[src/rtl/simple_comp_pkg.sv]
`default_nettype none
// ============================================================================
// Module   : simple_comp_pkg
// Purpose  : Shared types and constants for the simple_comp stimulus driver:
//            FSM state encoding, operand vector record and the vector table.
// Revision : 1.0  initial release
// ============================================================================
package simple_comp_pkg;

    // Width of every operand and of the result/signature path
    localparam int c_DATA_W    = 16;
    // Number of entries held in the vector table
    localparam int c_VEC_DEPTH = 4;

    // Driver FSM states
    typedef enum logic [2:0] {
        S_IDLE     = 3'd0,
        S_WAIT_RDY = 3'd1,
        S_APPLY    = 3'd2,
        S_CAPTURE  = 3'd3,
        S_DONE     = 3'd4
    } state_t;

    // One stimulus vector: operands for a_in / b_in / c_in
    typedef struct packed {
        logic [c_DATA_W-1:0] a;
        logic [c_DATA_W-1:0] b;
        logic [c_DATA_W-1:0] c;
    } vec_t;

    // Stimulus table, index 0 first
    localparam vec_t c_VEC_TABLE [c_VEC_DEPTH] = '{
        '{a: 16'h0000, b: 16'h0000, c: 16'h0000},
        '{a: 16'h0FFF, b: 16'h0FFF, c: 16'h0FFF},
        '{a: 16'h0000, b: 16'h0000, c: 16'h0FFF},
        '{a: 16'h0666, b: 16'h0666, c: 16'h0666}
    };

    // Signature accumulation: plain modulo-2^16 add, carry dropped
    function automatic logic [c_DATA_W-1:0] sig_add(
        input logic [c_DATA_W-1:0] acc,
        input logic [c_DATA_W-1:0] val
    );
        return acc + val;
    endfunction

endpackage : simple_comp_pkg
`default_nettype wire

[src/rtl/simple_comp_vec_rom.sv]
`default_nettype none
// ============================================================================
// Module   : simple_comp_vec_rom
// Purpose  : Combinational lookup of the stimulus vector for a given index.
//            Indices beyond the table return an all-zero vector.
// Revision : 1.0  initial release
// ============================================================================
module simple_comp_vec_rom
    import simple_comp_pkg::*;
#(
    parameter int IDX_W = 2
) (
    input  logic [IDX_W-1:0] i_idx,
    output vec_t             o_vec
);

    // Table lookup; the loop keeps out-of-range indices safe for any IDX_W
    always_comb begin
        o_vec = '0;
        for (int i = 0; i < c_VEC_DEPTH; i++) begin
            if (int'(i_idx) == i) begin
                o_vec = c_VEC_TABLE[i];
            end
        end
    end

endmodule : simple_comp_vec_rom
`default_nettype wire

[src/rtl/simple_comp_driver.sv]
`default_nettype none
// ============================================================================
// Module   : simple_comp_driver
// Purpose  : Drives a fixed set of operand vectors into simple_comp, waits for
//            its ready, samples each result a fixed latency after the vector
//            is applied and folds the results into a 16-bit signature.
//            Aborts with error on ready timeout or ready loss mid-run.
// Revision : 1.0  initial release
// ============================================================================
module simple_comp_driver
    import simple_comp_pkg::*;
#(
    parameter  int NUM_VEC     = 4,
    parameter  int HOLD        = 2,
    parameter  int LATENCY     = 1,
    parameter  int RDY_TIMEOUT = 255,
    localparam int IDX_W       = (NUM_VEC > 1) ? $clog2(NUM_VEC) : 1
) (
    input  logic                clock,
    input  logic                rst,
    input  logic                start,
    input  logic                dut_rdy,
    input  logic [c_DATA_W-1:0] dut_d_out,
    output logic [c_DATA_W-1:0] a_out,
    output logic [c_DATA_W-1:0] b_out,
    output logic [c_DATA_W-1:0] c_out,
    output logic                busy,
    output logic                done,
    output logic                error,
    output logic [c_DATA_W-1:0] signature,
    output logic [IDX_W-1:0]    vec_idx
);

    localparam int HOLD_W = (HOLD > 1) ? $clog2(HOLD) : 1;
    localparam int TMO_W  = (RDY_TIMEOUT > 1) ? $clog2(RDY_TIMEOUT + 1) : 1;

    // Last hold cycle of a vector, and the hold cycle in which the result
    // is valid (LATENCY+1 edges after the vector first appears)
    localparam logic [HOLD_W-1:0] c_HOLD_LAST = HOLD_W'(HOLD - 1);
    localparam logic [HOLD_W-1:0] c_CAP_AT    = HOLD_W'(LATENCY);
    localparam logic [TMO_W-1:0]  c_TMO_LAST  = TMO_W'(RDY_TIMEOUT - 1);
    localparam logic [IDX_W-1:0]  c_IDX_LAST  = IDX_W'(NUM_VEC - 1);
    // With zero latency the very first hold cycle is already the capture one
    localparam state_t            c_FIRST_ST  = (LATENCY == 0) ? S_CAPTURE : S_APPLY;

    state_t                r_state;
    state_t                w_state_nxt;
    logic [IDX_W-1:0]      r_vec_idx;
    logic [HOLD_W-1:0]     r_hold;
    logic [HOLD_W-1:0]     w_hold_inc;
    logic [TMO_W-1:0]      r_tmo;
    logic [c_DATA_W-1:0]   r_signature;
    logic                  r_done;
    logic                  r_error;

    logic                  w_run_start;
    logic                  w_abort;
    logic                  w_finish;
    logic                  w_capture;
    logic                  w_vec_step;
    logic                  w_hold_step;
    logic                  w_tmo_step;
    logic                  w_in_hold;
    vec_t                  w_vec;

    assign w_hold_inc = r_hold + 1'b1;

    // Operand table lookup for the vector currently being applied
    simple_comp_vec_rom #(
        .IDX_W (IDX_W)
    ) u_vec_rom (
        .i_idx (r_vec_idx),
        .o_vec (w_vec)
    );

    // State register; reset wins over everything, including a pending start
    always_ff @(posedge clock) begin
        if (rst) begin
            r_state <= S_IDLE;
        end else begin
            r_state <= w_state_nxt;
        end
    end

    // Next-state logic and single-cycle datapath strobes
    always_comb begin
        w_state_nxt = r_state;
        w_run_start = 1'b0;
        w_abort     = 1'b0;
        w_finish    = 1'b0;
        w_capture   = 1'b0;
        w_vec_step  = 1'b0;
        w_hold_step = 1'b0;
        w_tmo_step  = 1'b0;
        case (r_state)
            S_IDLE, S_DONE: begin
                if (start) begin
                    w_state_nxt = S_WAIT_RDY;
                    w_run_start = 1'b1;
                end
            end
            S_WAIT_RDY: begin
                if (dut_rdy) begin
                    w_state_nxt = c_FIRST_ST;
                end else if (r_tmo == c_TMO_LAST) begin
                    w_state_nxt = S_DONE;
                    w_abort     = 1'b1;
                end else begin
                    w_tmo_step  = 1'b1;
                end
            end
            S_APPLY, S_CAPTURE: begin
                if (!dut_rdy) begin
                    // Ready lost: abort without folding in the current result
                    w_state_nxt = S_DONE;
                    w_abort     = 1'b1;
                end else begin
                    w_capture = (r_state == S_CAPTURE);
                    if (r_hold == c_HOLD_LAST) begin
                        if (r_vec_idx == c_IDX_LAST) begin
                            w_state_nxt = S_DONE;
                            w_finish    = 1'b1;
                        end else begin
                            w_state_nxt = c_FIRST_ST;
                            w_vec_step  = 1'b1;
                        end
                    end else begin
                        w_hold_step = 1'b1;
                        w_state_nxt = (w_hold_inc == c_CAP_AT) ? S_CAPTURE : S_APPLY;
                    end
                end
            end
            default: begin
                w_state_nxt = S_IDLE;
            end
        endcase
    end

    // Run counters, signature accumulator and completion flags
    always_ff @(posedge clock) begin
        if (rst) begin
            r_vec_idx   <= '0;
            r_hold      <= '0;
            r_tmo       <= '0;
            r_signature <= '0;
            r_done      <= 1'b0;
            r_error     <= 1'b0;
        end else begin
            if (w_run_start) begin
                r_vec_idx   <= '0;
                r_hold      <= '0;
                r_tmo       <= '0;
                r_signature <= '0;
                r_done      <= 1'b0;
                r_error     <= 1'b0;
            end
            if (w_tmo_step) begin
                r_tmo <= r_tmo + 1'b1;
            end
            if (w_hold_step) begin
                r_hold <= w_hold_inc;
            end
            if (w_vec_step) begin
                r_hold    <= '0;
                r_vec_idx <= r_vec_idx + 1'b1;
            end
            if (w_capture) begin
                r_signature <= sig_add(r_signature, dut_d_out);
            end
            if (w_abort) begin
                r_done  <= 1'b1;
                r_error <= 1'b1;
            end
            if (w_finish) begin
                r_done  <= 1'b1;
            end
        end
    end

    // Operands are only driven while a vector is being held
    always_comb begin
        w_in_hold = (r_state == S_APPLY) || (r_state == S_CAPTURE);
        a_out     = w_in_hold ? w_vec.a : '0;
        b_out     = w_in_hold ? w_vec.b : '0;
        c_out     = w_in_hold ? w_vec.c : '0;
        busy      = w_in_hold || (r_state == S_WAIT_RDY);
    end

    assign done      = r_done;
    assign error     = r_error;
    assign signature = r_signature;
    assign vec_idx   = r_vec_idx;

endmodule : simple_comp_driver
`default_nettype wire

[config.mk]
export PLATFORM = sky130hd
export DESIGN_NAME = simple_comp_driver
export DESIGN_NICKNAME = d
export VERILOG_FILES = /design/src/rtl/simple_comp_pkg.sv /design/src/rtl/simple_comp_vec_rom.sv /design/src/rtl/simple_comp_driver.sv
export SDC_FILE = /design/constraint.sdc
export NUM_CORES = 1
export LEC_CHECK = 0
export CORE_AREA = 2 2 90 75
export DETAILED_ROUTE_END_ITERATION = 10
export DIE_AREA = 0 0 92 77
export PLACE_DENSITY = 0.77
export SLEW_MARGIN = 20
export SYNTH_ARGS = -nofsm -noshare
export SYNTH_HDL_FRONTEND = slang
export SYNTH_SLANG_ARGS = --single-unit
export TNS_END_PERCENT = 50
[constraint.sdc]
create_clock -name clock -period 7.23 [get_ports clock]
set_clock_uncertainty 0.15 [all_clocks]
set_input_delay 1.446 -clock clock [delete_from_list [all_inputs] [get_ports clock]]
set_output_delay 1.446 -clock clock [all_outputs]
set_load 0.03 [all_outputs]
After elaboration in Yosys (flattened, before gate mapping)
Cells that the tools add are included.
{"block": "totals", "reg_bits": 32, "out_inout_bits": 69, "wordCells": 81}
{"block": "classes", "n_addsub": 4, "n_eq_ne": 11, "n_mux": 46, "n_reduce_logical": 13}
{"operator": "$mux 44", "n": 3}
{"operator": "$mux 16", "n": 5}
{"operator": "$mux 1", "n": 26}
{"operator": "$mux 3", "n": 6}
{"operator": "$add 16x16->16", "n": 1}
{"operator": "$mux 8", "n": 2}
{"operator": "$reduce_bool 2->1", "n": 5}
{"operator": "$pmux 3 s3", "n": 1}
{"operator": "$add 8x1->8 const B", "n": 1}
{"operator": "$eq 8x8->1 const B", "n": 1}
{"operator": "$eq 2x2->1 const B", "n": 3}
{"operator": "$eq 3x2->1 const B", "n": 2}
{"operator": "$reduce_or 2->1", "n": 3}
{"operator": "$mux 2", "n": 2}
{"operator": "$eq 3x1->1 const B", "n": 1}
{"operator": "$eq 3x3->1 const B", "n": 1}
{"operator": "$logic_not 3->1", "n": 1}
{"operator": "$ne 3x3->1 const B", "n": 1}
{"operator": "$reduce_bool 3->1", "n": 1}
{"operator": "$add 2x1->2 const B", "n": 1}
{"operator": "$eq 2x1->1 const B", "n": 1}
{"operator": "$logic_or 1x1->1", "n": 2}
{"operator": "$ne 2x2->1 const B", "n": 1}
{"operator": "$pmux 1 s2", "n": 1}
{"operator": "other kinds (2)", "n": 2}

Logic depth before layout (Yosys ltp)
{"block": "logic_depth", "ltp_word": 6, "ltp_mapped": 10}

By module
From an unflattened synthesis, not the netlist that was laid out.
{"block": "hier_totals", "hier_cells": 366, "area_unflattened_um2": 2874.0}
{"mod": "simple_comp_driver", "n_inst": 1, "cells_each": 314, "area_each_um2": 2484.9, "seq_area_each_um2": 640.6}
{"mod": "simple_comp_vec_rom", "n_inst": 1, "cells_each": 52, "area_each_um2": 389.1, "seq_area_each_um2": 0.0}

Worst setup path before layout
OpenSTA, ideal clock, no wires.
{"block": "synth_timing", "path_kind": "reg2out", "start": "register r_vec_idx[0], in the netlist vec_idx[0]", "end": "output c_out[10]", "t_arrival_ns": 1.731, "path_slack_ns": 3.903, "path_stages_with_launch": 5, "path_cell_list": "dfxtp_1 inv_1 ha_1 nor2b_1 buf_4"}
{"block": "synth_via", "elab_chain_len": 5, "elab_cells_between_ends": 7, "cone_classes": "eq/ne: 3; mux: 4"}
{"element": "start, declared", "line_no": "simple_comp_driver.sv:48", "text": "logic [IDX_W-1:0] r_vec_idx;"}
{"element": "start signal, assigned", "line_no": "simple_comp_driver.sv:165", "text": "r_vec_idx <= r_vec_idx + 1'b1;"}
{"element": "$eq 2x2->1", "line_no": "simple_comp_vec_rom.sv:21", "text": "if (int'(i_idx) == i) begin"}
{"element": "$mux 44 (2 in a row)", "line_no": "simple_comp_vec_rom.sv:21"}
{"element": "$mux 44 *", "line_no": "simple_comp_vec_rom.sv:21"}
{"element": "$mux 16 *", "line_no": "simple_comp_driver.sv:185", "text": "c_out = w_in_hold ? w_vec.c : '0;"}
{"element": "end, declared", "line_no": "simple_comp_driver.sv:26", "text": "output logic [c_DATA_W-1:0] c_out,"}
Every way passes the cells marked *; elsewhere a longest branch is shown, timed or not.

Worst setup path in the final report
{"block": "layout_timing", "start": "register r_state[1]", "end": "output b_out[9]"}
{"block": "layout_via", "elab_chain_len": 3, "elab_cells_between_ends": 4, "cone_classes": "eq/ne: 2; mux: 1; reduce/logical: 1"}
{"element": "start, declared", "line_no": "simple_comp_driver.sv:46", "text": "state_t r_state;"}
{"element": "start signal, assigned", "line_no": "simple_comp_driver.sv:81", "text": "r_state <= w_state_nxt;"}
{"element": "$eq 3x2->1", "line_no": "simple_comp_driver.sv:182", "text": "w_in_hold = (r_state == S_APPLY) || (r_state == S_CAPTURE);"}
{"element": "$logic_or 1x1->1 *", "line_no": "simple_comp_driver.sv:182"}
{"element": "$mux 16 *", "line_no": "simple_comp_driver.sv:184", "text": "b_out = w_in_hold ? w_vec.b : '0;"}
{"element": "end, declared", "line_no": "simple_comp_driver.sv:25", "text": "output logic [c_DATA_W-1:0] b_out,"}
Marked as above.

==> reports/qor.txt <==
I/O pin total: 89
Fin. Hold Viols: 0
Pin count of the biggest net entering global routing: 25
CTS root buf: clkbuf_8
Final TNS setup: 0 ps
Outcome: finished, final reports clean
DRC viols: 0
Final worst-path cycle share: 52.66%
Starting Density: 39.09%
Layout cells sized above 1: 5.689%
Number of synthesized flops with an enable pin: 0
CP arrival: 2210 ps
Antenna violations before repair: 0
Die Ht: 77 um
Crit path launch: r_state[1]$_SDFFE_PP0P_
Most frequent cells in the layout: 76 x clkdlybuf4s50_1, 32 x dfxtp_1, 26 x nor2_1, 22 x a21oi_1, 21 x nand2_1
Placer Congestion: 0.7949
Worst path cell trace: and2b_1 > o21a_1 > clkdlybuf4s50_1
Worst-path maximum fanout: 12
Syn-to-layout area delta: 24.81%
Slew headroom: 36.34%
DR vias/cell: 4.871
Die ar.: 7084 um2
Commonest non-fill, non-tap cell in the layout: clkdlybuf4s50_1
F_max: 262.7 MHz
Power density cells: 126.8 nW/um2
GRT Total Usage: 15.34%
Startpoint Class: flop
CP top delay family: buffers and inverters
Final Max Tran Viols: 0
Final WL: 5.356 mm
FILL cells: 581
Clk slew on worst S/H paths: 70 ps
First-pass GRT wire length: 8.825 mm
Post-CTS setup buffers: 0
P_leak: 0.001174 uW
Slew @ Worst Pin: 951.9 ps
Post-synthesis cell area: 2416 um2
CP bufs+invs: 1
Initial drt markers: 85
Ant. Diodes: 0
Ys Warns: 0
#FFs+latches synth: 32
Skew-Pair Late Insertion Delay: 280 ps
Worst Setup End Kind: output pin
Vias in the first global route: 1,893
Final Hold Slack: 308.9 ps
Clk sinks: 32
Post-Synthesis Cells: 294
Syn Area/Cell: 8.218 um2
DP Wirelength: 4.030 mm
Cell taking the most area after synthesis: dfxtp_1
Num CTS Buffers: 5
H-tree lvl count: 2
ANT nets after route: 0
CTS resizes: 0
WL per Instance: 12.81 um
Die width: 92 um
RSZ-0062 raised after global routing: no
Fin crit period: 3807 ps
Netlist cell types: 46
Req. time, crit path: 5630 ps
Critical R2R Launch: signature[0]$_SDFFE_PP0P_
CTS max path bufs: 2
Register area share after synthesis: 26.51%
VDD IR max: 0.07016 mV
Post-CTS Hold Fix Bufs: 0
Final Core Density: 48.79%
Crit Path Category: reg2out
Pre-antenna DRT Iters: 7
Max stage delay on crit path: 760 ps
CTS tree: done
Gr ovfl total: 0
Largest cells by area after synthesis: dfxtp_1 27%, buf_4 14%, ha_1 10%
Synth top area share: 26.51%
Hold Crit Start: error$_SDFFE_PP0P_
CP max-delay cell: clkdlybuf4s50_1
Post-synth ARST share: 0%
Max_cap viols: 0
Worst Hold Class: reg2reg
Via count: 2,036
Finish-stage setup viols: 0
PortBufs: 76
Fin nets: 375
Main flop type after synthesis: dfxtp_1
Core box area: 6181 um2
Placement Rows: 26
## synthesized netlist by cell type (all sizes together) (4+ instances only)
| cell type | count |
|---|---|
| a21o | 4 |
| a21oi | 25 |
| a22o | 8 |
| a31oi | 6 |
| and2 | 4 |
| buf | 48 |
| clkbuf | 6 |
| dfxtp | 32 |
| ha | 20 |
| inv | 8 |
| nand2 | 21 |
| nand3 | 12 |
| nand4 | 8 |
| nor2 | 27 |
| nor2b | 7 |
| nor3 | 7 |
| o211ai | 4 |
| o21ai | 7 |
| xnor2 | 7 |
| xor2 | 8 |
## tightest hold or removal path, stage by stage, from the launching register on
cell	delay, ps
dfxtp_1	310
nand2_1	50
a21oi_1	50
## layer usage
layer / global-route usage [%] / share of wire [%]
met1: 20.40 / 45
met2: 24.93 / 49
met3: 3.143 / 4.6
met4: 4.925 / 1.3
met5: 0 / 0
## flip-flops by register name (all words and copies together) (netlist names)
| name | count |
|---|---|
| error | 1 |
| r_hold | 1 |
| r_state | 3 |
| vec_idx | 2 |
| signature | 16 |
| done | 1 |
| r_tmo | 8 |
## path summary, 6_finish.rpt
kind | endpoint | slack (ps) | depth (start not counted)
setup reg to reg | signature[12]$_SDFFE_PP0P_ | 4790 | 10
setup / recovery | b_out[9] | 3420 | 3
hold / removal | error$_SDFFE_PP0P_ | 310 | 2
hold reg to reg | error$_SDFFE_PP0P_ | 310 | 2
## cell type report
| class | count | area (um2) | area share, % |
|---|---|---|---|
| multi-input cells | 211 | 1401 | 46.47 |
| repair buffers | 76 | 760.7 | 25.23 |
| flip-flops and latches | 32 | 640.6 | 21.24 |
| well taps | 84 | 105.1 | 3.485 |
| clock buffers | 6 | 72.57 | 2.407 |
| inverters | 8 | 30.03 | 0.9959 |
| clock inverters | 1 | 5.005 | 0.1660 |
## stage by stage
| step | cell area, um2 | setup slack (ps) | power [uW] | std cells |
|---|---|---|---|---|
| after floorplan | 2457 | 3903 | 236.6 | 305 |
| after global placement | 2938 | 3329 | 251.4 | 411 |
| after detailed placement | 2938 | 3258 | 252.4 | 411 |
| after CTS | 3015 | 3419 | 385.9 | 418 |
| after global routing | 3015 | 3282 | 400.8 | 418 |
| final | 3015 | 3423 | 382.4 | 418 |
## power breakdown
group	internal (uW)	total [uW]	leakage (uW)	switching, uW
Combinational	26.5	66.6	0.000874	40.1
Clock	65.5	134	0.0000410	68.0
Sequential	179	182	0.000258	3.48
Total	271	382	0.00117	112
## logic make-up (layout without fill, tap and decap cells)
logic type               count (synthesis)  in the layout  share of synthesized area (%)
flip-flops                              32             32                          26.51
adder cells (fa/ha/maj)                 21             21                          11.19
multiplexers                             2              2                         0.9321
buffers and inverters                   62             91                          17.19
XOR/XNOR                                15             15                          5.438
AND/OR/NAND/NOR                         95             95                          20.35
other                                    1             12                         0.1552
AO/OA/AOI/OAI                           66             66                          18.23
(Power assumes the default switching activity.)
